## src/rtl/gb_cpu_alu16_seq_if.sv

```systemverilog
// Bus bundle for gb_cpu_alu16_seq.
//
// It carries two groups of signals:
//   - the request side: start/op/operands/flags_i going in, and busy/done/result/flags_o coming out.
//   - the 8-bit ALU side: alu_instr/alu_flags_i going out to gb_cpu_alu, and alu_out/alu_flags_o coming back.
//
// Modports:
//   slave  : the sequencer itself.
//   master : everything around it, meaning the requester plus the 8-bit ALU.
//
// Handshake: a request is taken on a rising edge where start=1, busy=0 and op!=2'b11.
// Once taken, the request inputs may change freely.
// done is a one-cycle pulse. While done is high, result and flags_o are valid.
// They then hold their values until the next request is taken.
interface gb_cpu_alu16_seq_if;

  // SM83 flag nibble, ordered {Z,N,H,C} (Z is bit 3).
  typedef struct packed {
    logic z;
    logic n;
    logic h;
    logic c;
  } alu_flags_t;

  // Instruction word presented to gb_cpu_alu.
  // Opcode encodings: 0=NOP, 1=ADD, 2=ADC.
  typedef struct packed {
    logic [3:0] opcode;
    logic [7:0] operand_a;
    logic [7:0] operand_b;
  } alu_instruction_t;

  logic             start;
  logic [1:0]       op;
  logic [15:0]      operand_a;
  logic [15:0]      operand_b;
  alu_flags_t       flags_i;
  alu_instruction_t alu_instr;
  alu_flags_t       alu_flags_i;
  logic [7:0]       alu_out;
  alu_flags_t       alu_flags_o;
  logic             busy;
  logic             done;
  logic [15:0]      result;
  alu_flags_t       flags_o;

  modport master (
    output start, op, operand_a, operand_b, flags_i,
    output alu_out, alu_flags_o,
    input  alu_instr, alu_flags_i,
    input  busy, done, result, flags_o
  );

  modport slave (
    input  start, op, operand_a, operand_b, flags_i,
    input  alu_out, alu_flags_o,
    output alu_instr, alu_flags_i,
    output busy, done, result, flags_o
  );

endinterface

```

## src/rtl/gb_cpu_alu16_seq.sv

```systemverilog
// gb_cpu_alu16_seq: 16-bit add sequencer built on the 8-bit gb_cpu_alu.
//
// The low byte is added with ADD, then the high byte with ADC.
// This one block serves ADD HL,rr / ADD SP,e8 / LD HL,SP+e8 and JR e8 target computation.
//
// Ports:
//   clk       : rising-edge clock.
//   reset     : synchronous, active-high reset. It aborts any operation in flight.
//   bus       : gb_cpu_alu16_seq_if.slave (request/result signals plus the ALU drive/return).
//   state_dbg : current FSM state (0=IDLE, 1=LOW, 2=HIGH).
//
// op encoding:
//   00 ADD16  : HL + rr
//   01 ADD_E8 : SP + e8
//   10 REL_E8 : PC + e8
//   11        : reserved, never accepted
module gb_cpu_alu16_seq (
  input  logic                      clk,
  input  logic                      reset,
  gb_cpu_alu16_seq_if.slave         bus,
  output logic [1:0]                state_dbg
);

  localparam logic [3:0] OPC_NOP = 4'd0;
  localparam logic [3:0] OPC_ADD = 4'd1;
  localparam logic [3:0] OPC_ADC = 4'd2;

  localparam logic [1:0] OP_ADD16  = 2'b00;
  localparam logic [1:0] OP_ADD_E8 = 2'b01;
  localparam logic [1:0] OP_RSVD   = 2'b11;

  typedef enum logic [1:0] {
    S_IDLE = 2'd0,
    S_LOW  = 2'd1,
    S_HIGH = 2'd2
  } state_e;

  state_e      state_q, state_d;
  logic [1:0]  op_q, op_d;
  logic [15:0] a_q, a_d;
  logic [15:0] b_q, b_d;
  logic [3:0]  fl_q, fl_d;          // latched F register {Z,N,H,C}
  logic        c_lo_q, c_lo_d;
  logic        h_lo_q, h_lo_d;
  logic [3:0]  instr_opc_q, instr_opc_d;
  logic [7:0]  instr_a_q, instr_a_d;
  logic [7:0]  instr_b_q, instr_b_d;
  logic        alu_cin_q, alu_cin_d;
  logic        busy_q, busy_d;
  logic        done_q, done_d;
  logic [15:0] result_q, result_d;
  logic [3:0]  flags_o_q, flags_o_d;
  logic [3:0]  flags_hi;

  // Final flags, chosen at the HIGH step.
  // The ALU's per-byte Z output is never used here.
  always_comb begin
    flags_hi = fl_q;
    case (op_q)
      OP_ADD16:  flags_hi = {fl_q[3], 1'b0, bus.alu_flags_o.h, bus.alu_flags_o.c};
      // For ADD_E8, the flags come from the low-byte add only (bit-3/bit-7 carries).
      OP_ADD_E8: flags_hi = {2'b00, h_lo_q, c_lo_q};
      default:   flags_hi = fl_q;
    endcase
  end

  // The ALU drive is registered.
  // Each state therefore loads the instruction for the step that follows it.
  // This way the ALU sees ADD for the whole LOW cycle and ADC for the whole HIGH cycle.
  always_comb begin
    state_d     = state_q;
    op_d        = op_q;
    a_d         = a_q;
    b_d         = b_q;
    fl_d        = fl_q;
    c_lo_d      = c_lo_q;
    h_lo_d      = h_lo_q;
    instr_opc_d = instr_opc_q;
    instr_a_d   = instr_a_q;
    instr_b_d   = instr_b_q;
    alu_cin_d   = alu_cin_q;
    busy_d      = busy_q;
    done_d      = 1'b0;
    result_d    = result_q;
    flags_o_d   = flags_o_q;

    case (state_q)
      S_IDLE: begin
        if (bus.start && (bus.op != OP_RSVD)) begin
          op_d        = bus.op;
          a_d         = bus.operand_a;
          b_d         = bus.operand_b;
          fl_d        = bus.flags_i;
          busy_d      = 1'b1;
          instr_opc_d = OPC_ADD;
          instr_a_d   = bus.operand_a[7:0];
          instr_b_d   = bus.operand_b[7:0];
          alu_cin_d   = 1'b0;
          state_d     = S_LOW;
        end
      end

      S_LOW: begin
        result_d[7:0] = bus.alu_out;
        c_lo_d        = bus.alu_flags_o.c;
        h_lo_d        = bus.alu_flags_o.h;
        instr_opc_d   = OPC_ADC;
        instr_a_d     = a_q[15:8];
        // For the e8 forms, the high byte of the offset is the sign extension of e8.
        instr_b_d     = (op_q == OP_ADD16) ? b_q[15:8] : {8{b_q[7]}};
        alu_cin_d     = bus.alu_flags_o.c;
        state_d       = S_HIGH;
      end

      S_HIGH: begin
        result_d[15:8] = bus.alu_out;
        flags_o_d      = flags_hi;
        done_d         = 1'b1;
        busy_d         = 1'b0;
        instr_opc_d    = OPC_NOP;
        instr_a_d      = 8'h00;
        instr_b_d      = 8'h00;
        alu_cin_d      = 1'b0;
        state_d        = S_IDLE;
      end

      default: begin
        busy_d      = 1'b0;
        instr_opc_d = OPC_NOP;
        instr_a_d   = 8'h00;
        instr_b_d   = 8'h00;
        alu_cin_d   = 1'b0;
        state_d     = S_IDLE;
      end
    endcase
  end

  always_ff @(posedge clk) begin
    if (reset) begin
      state_q     <= S_IDLE;
      op_q        <= 2'b00;
      a_q         <= 16'h0000;
      b_q         <= 16'h0000;
      fl_q        <= 4'b0000;
      c_lo_q      <= 1'b0;
      h_lo_q      <= 1'b0;
      instr_opc_q <= OPC_NOP;
      instr_a_q   <= 8'h00;
      instr_b_q   <= 8'h00;
      alu_cin_q   <= 1'b0;
      busy_q      <= 1'b0;
      done_q      <= 1'b0;
      result_q    <= 16'h0000;
      flags_o_q   <= 4'b0000;
    end else begin
      state_q     <= state_d;
      op_q        <= op_d;
      a_q         <= a_d;
      b_q         <= b_d;
      fl_q        <= fl_d;
      c_lo_q      <= c_lo_d;
      h_lo_q      <= h_lo_d;
      instr_opc_q <= instr_opc_d;
      instr_a_q   <= instr_a_d;
      instr_b_q   <= instr_b_d;
      alu_cin_q   <= alu_cin_d;
      busy_q      <= busy_d;
      done_q      <= done_d;
      result_q    <= result_d;
      flags_o_q   <= flags_o_d;
    end
  end

  assign bus.alu_instr   = {instr_opc_q, instr_a_q, instr_b_q};
  assign bus.alu_flags_i = {3'b000, alu_cin_q};
  assign bus.busy        = busy_q;
  assign bus.done        = done_q;
  assign bus.result      = result_q;
  assign bus.flags_o     = flags_o_q;
  assign state_dbg       = state_q;

endmodule

```

## src/flat_wrapper.sv

```systemverilog
// flat-port wrapper written by rule: the top's interface ports become plain ports
module gb_cpu_alu16_seq_flat 
  (clk, reset, state_dbg, bus_start, bus_op, bus_operand_a, bus_operand_b, bus_flags_i, bus_alu_out, bus_alu_flags_o, bus_alu_instr, bus_alu_flags_i, bus_busy, bus_done, bus_result, bus_flags_o);
  gb_cpu_alu16_seq_if bus_i ();
  input  logic clk;
  input  logic reset;
  output logic [1:0] state_dbg;
  input wire logic [$bits(bus_i.start)-1:0] bus_start;
  input wire logic [$bits(bus_i.op)-1:0] bus_op;
  input wire logic [$bits(bus_i.operand_a)-1:0] bus_operand_a;
  input wire logic [$bits(bus_i.operand_b)-1:0] bus_operand_b;
  input wire logic [$bits(bus_i.flags_i)-1:0] bus_flags_i;
  input wire logic [$bits(bus_i.alu_out)-1:0] bus_alu_out;
  input wire logic [$bits(bus_i.alu_flags_o)-1:0] bus_alu_flags_o;
  output wire logic [$bits(bus_i.alu_instr)-1:0] bus_alu_instr;
  output wire logic [$bits(bus_i.alu_flags_i)-1:0] bus_alu_flags_i;
  output wire logic [$bits(bus_i.busy)-1:0] bus_busy;
  output wire logic [$bits(bus_i.done)-1:0] bus_done;
  output wire logic [$bits(bus_i.result)-1:0] bus_result;
  output wire logic [$bits(bus_i.flags_o)-1:0] bus_flags_o;
  assign bus_i.start = bus_start;
  assign bus_i.op = bus_op;
  assign bus_i.operand_a = bus_operand_a;
  assign bus_i.operand_b = bus_operand_b;
  assign bus_i.flags_i = bus_flags_i;
  assign bus_i.alu_out = bus_alu_out;
  assign bus_i.alu_flags_o = bus_alu_flags_o;
  assign bus_alu_instr = bus_i.alu_instr;
  assign bus_alu_flags_i = bus_i.alu_flags_i;
  assign bus_busy = bus_i.busy;
  assign bus_done = bus_i.done;
  assign bus_result = bus_i.result;
  assign bus_flags_o = bus_i.flags_o;
  gb_cpu_alu16_seq u_core (.clk(clk), .reset(reset), .bus(bus_i), .state_dbg(state_dbg));
endmodule
```

## config.mk

```make
export PLATFORM = sky130hd
export DESIGN_NAME = gb_cpu_alu16_seq_flat
export DESIGN_NICKNAME = d
export VERILOG_FILES = /design/src/rtl/gb_cpu_alu16_seq_if.sv /design/src/rtl/gb_cpu_alu16_seq.sv /design/src/flat_wrapper.sv
export SDC_FILE = /design/constraint.sdc
export NUM_CORES = 1
export LEC_CHECK = 0
export ABC_AREA = 1
export CORE_ASPECT_RATIO = 1.75
export CORE_UTILIZATION = 46
export DETAILED_ROUTE_END_ITERATION = 10
export GPL_TIMING_DRIVEN = 1
export PLACE_DENSITY = 0.84
export SETUP_SLACK_MARGIN = 0.1
export SYNTH_ARGS = -nofsm -noshare
export SYNTH_HDL_FRONTEND = slang
export SYNTH_SLANG_ARGS = --single-unit
```

## constraint.sdc

```tcl
create_clock -name clk -period 3.4 [get_ports clk]
set_clock_uncertainty 0.2 [all_clocks]
set_input_delay 1.02 -clock clk [delete_from_list [all_inputs] [get_ports clk]]
set_output_delay 1.02 -clock clk [all_outputs]
set_load 0.01 [all_outputs]
```

==> impl_metrics.csv <==
group,metric,value,unit
outcome,status,"completed",
floorplan,die_h,100.9,µm
timing,final.setup.worst_slack,0.7916,ns
timing,finalCriticalPeriod,2.608,ns
global_routing,grt_max_degree,31,
placement,dp.cells,489,
cells_and_area,n_antenna_cell,0,
routing,vias,2487,
clock_network,cts_sinks,66,
clock_network,cts.htree.levels,3,
critical_path,worstRegToRegCells,8,
clock_network,cts-resized-gates,0,
clock_network,clock_path_buffers,2,
clock_network,clk_pin_slew_worst_paths,0.07,ns
logic_synthesis,ys_ff_latch,66,
clock_network,cts_setup_buffers,0,
routing,first_pass_iters,5,
critical_path,start_kind,"flop",
timing,hold_violations,0,
clock_network,clk_latency,0.34,ns
floorplan,dieArea,5904,µm²
placement,gp_congestion,0.7743,
floorplan,die_w,58.52,µm
placement,place_area,3491,µm²
timing,drv_slew,0,
timing,fin_tns_setup,0,ns
critical_path,worstPathRequired,2.18,ns
placement,io_buffers,93,
critical_path,crit_arrival,1.39,ns
timing,max_freq,0.3834,GHz
global_routing,overflow,0,
timing,final-setup-viol-count,0,
logic_synthesis,synth_cell_type_count,20,
routing,ant_nets,0,
cells_and_area,layout_commonest_cell,"clkdlybuf4s50_1",
routing,routed_via_density,4.935,
timing,fin_crit_sh,76.72,%
logic_synthesis,synthesis.area,2571,µm²
critical_path,cp-end-kind,"primary output",
routing,wl_per_cell,13.06,µm
timing,rsz0062_at_grt,"no",
logic_synthesis,synth_cells,338,
cells_and_area,design_area,3642,µm²
placement,pre_cts_ws,0.5577,ns
floorplan,start_util,48.13,%
timing,relSlewSlack,66.95,%
routing,drc,0,
critical_path,critical_path.max_stage_delay,0.59,ns
critical_path,worst-setup-path-type,"flop to primary output",
clock_network,cts_hold_buf,0,
worst_hold_path,min-delay-start,"u_core.b_q[12]",
cells_and_area,area_growth_syn_to_layout,41.65,%
pwr,power,1.911,mW
critical_path,cp.depth,1,
pwr,ir_drop,318.3,µV
routing,drtIter0Drc,102,
placement,place.detailed.hpwl,4694,µm
logic_synthesis,yosysSeqAreaShare,51.39,%
clock_network,cts_tree,"built",
critical_path,worstPathMaxFanout,5,
logic_synthesis,avgSynthCellArea,7.607,µm²
worst_hold_path,whs_path_depth,2,
pwr,p_leak,1.468,nW
global_routing,grt_pass1_vias,2315,
global_routing,grt_util_all_layers,23.78,%
logic_synthesis,ys_warn_count,0,
floorplan,ios,101,
clock_network,numCtsBuffers,9,
critical_path,crit_chain,"clkdlybuf4s50_1",
pwr,power_density,524.6,nW/µm²
critical_path,r2r-end,"u_core.instr_b_q[1]",
worst_hold_path,min_path_type,"flop to flop",
cells_and_area,layout_common_cells,"clkdlybuf4s50_1, nor2_1, dfxtp_1",
floorplan,core-area,5343,µm²
cells_and_area,final_cell_count_no_fill,504,
critical_path,critPathSlowestCell,"clkdlybuf4s50_1",
cells_and_area,drive_gt1_share,5.581,%
floorplan,rows,35,
critical_path,crit_family,"buffers and inverters",
critical_path,r2r_start,"u_core.instr_opc_q[1]",
cells_and_area,nNetsFinal,479,
clock_network,clock-root-buffer,"clkbuf_8",
global_routing,grt_pass1_wl,10490,µm
routing,drt-total-wl,6583,µm
timing,worst_pin_slew,0.4924,ns
critical_path,reg2reg_slack,1.10,ns
worst_hold_path,worstHoldEndpoint,"u_core.b_q[12]",
global_routing,grt_antenna_before_repair,0,
flow_run,cap_violations,0,
critical_path,cp_num_buf_inv,1,
## cells by family (layout without fill, tap and decap cells)
kind of cell | Yosys count | count (layout) | share of synthesized area (%)
DFF | 66 | 66 | 51.39
buffers and inverters | 42 | 130 | 8.856
and+or+nand+nor | 130 | 130 | 19.85
other | 1 | 5 | 0.1458
AOI/OAI and AO/OA | 99 | 99 | 19.76
## Yosys cell counts
master,instances,area [µm²]
a21oi_1,22,110.1
a31oi_1,10,62.56
buf_2,7,35.03
buf_4,12,90.09
buf_6,2,22.52
clkbuf_1,5,18.77
clkbuf_2,1,5.000
clkinv_1,1,3.750
conb_1,1,3.750
dfxtp_1,66,1321
inv_1,13,48.80
inv_2,1,3.750
nand2_1,55,206.5
nand2_2,1,6.260
nand2_4,1,11.26
nand3_1,4,20.02
nor2_1,68,255.2
nor2_4,1,11.26
o21ai_0,62,310.3
o21ai_1,5,25.02
## worst max-delay path by stage
stage               slack [ns]             startpoint                 to
finish                    0.79  u_core.instr_opc_q[0]  bus_alu_instr[16]
detailed placement        0.56              bus_op[0]      u_core.b_q[7]
global placement          0.57              bus_op[0]      u_core.b_q[7]
CTS                       0.78  u_core.instr_opc_q[0]  bus_alu_instr[16]
floorplan                 1.37              bus_op[0]     u_core.fl_q[1]
global route              0.72  u_core.instr_opc_q[0]       state_dbg[0]
## layer usage
metal | track usage (%) | part of all wire, %
met5 | 0 | 0
met4 | 14.10 | 3.1
met3 | 3.723 | 4.5
met2 | 43.94 | 54
met1 | 24.27 | 39
## stage by stage
step           hold slack, ns  utilization (%)
4_1_cts                0.2528            68.17
2_1_floorplan          0.2245                -
3_5_place_dp           0.2437            65.34
3_3_place_gp           0.2327            65.34
5_1_grt                0.2690            68.17
6_report               0.2551            68.17
## sequential cells by signal, summed over array words and instances (netlist names)
register / count
u_core.bus.flags_o: 4
u_core.h_lo_q: 1
u_core.instr_a_q: 8
u_core.alu_cin_q: 1
u_core.a_q: 8
u_core.bus.done: 1
u_core.bus.result: 16
u_core.op_q: 2
u_core.c_lo_q: 1
u_core.fl_q: 4
u_core.bus.busy: 1
u_core.b_q: 9
u_core.instr_opc_q: 2
u_core.instr_b_q: 8
## power breakdown
group          switching, mW  total [mW]  internal, mW
combinational          0.238       0.460         0.221
clock                  0.273       0.529         0.256
sequential            0.0527       0.922         0.869
total                  0.564        1.91          1.35
## area by class of cell
type / instances / area (µm²)
Clock buffer: 11 / 131.4
Clock inverter: 4 / 20.02
Fill cell: 470 / 1700
Inverter: 15 / 56.30
Multi-Input combinational cell: 234 / 1037
Sequential cell: 66 / 1321
Tap cell: 74 / 92.59
Timing Repair Buffer: 100 / 983.4
Note: power is estimated with default switching activity, not from simulation.
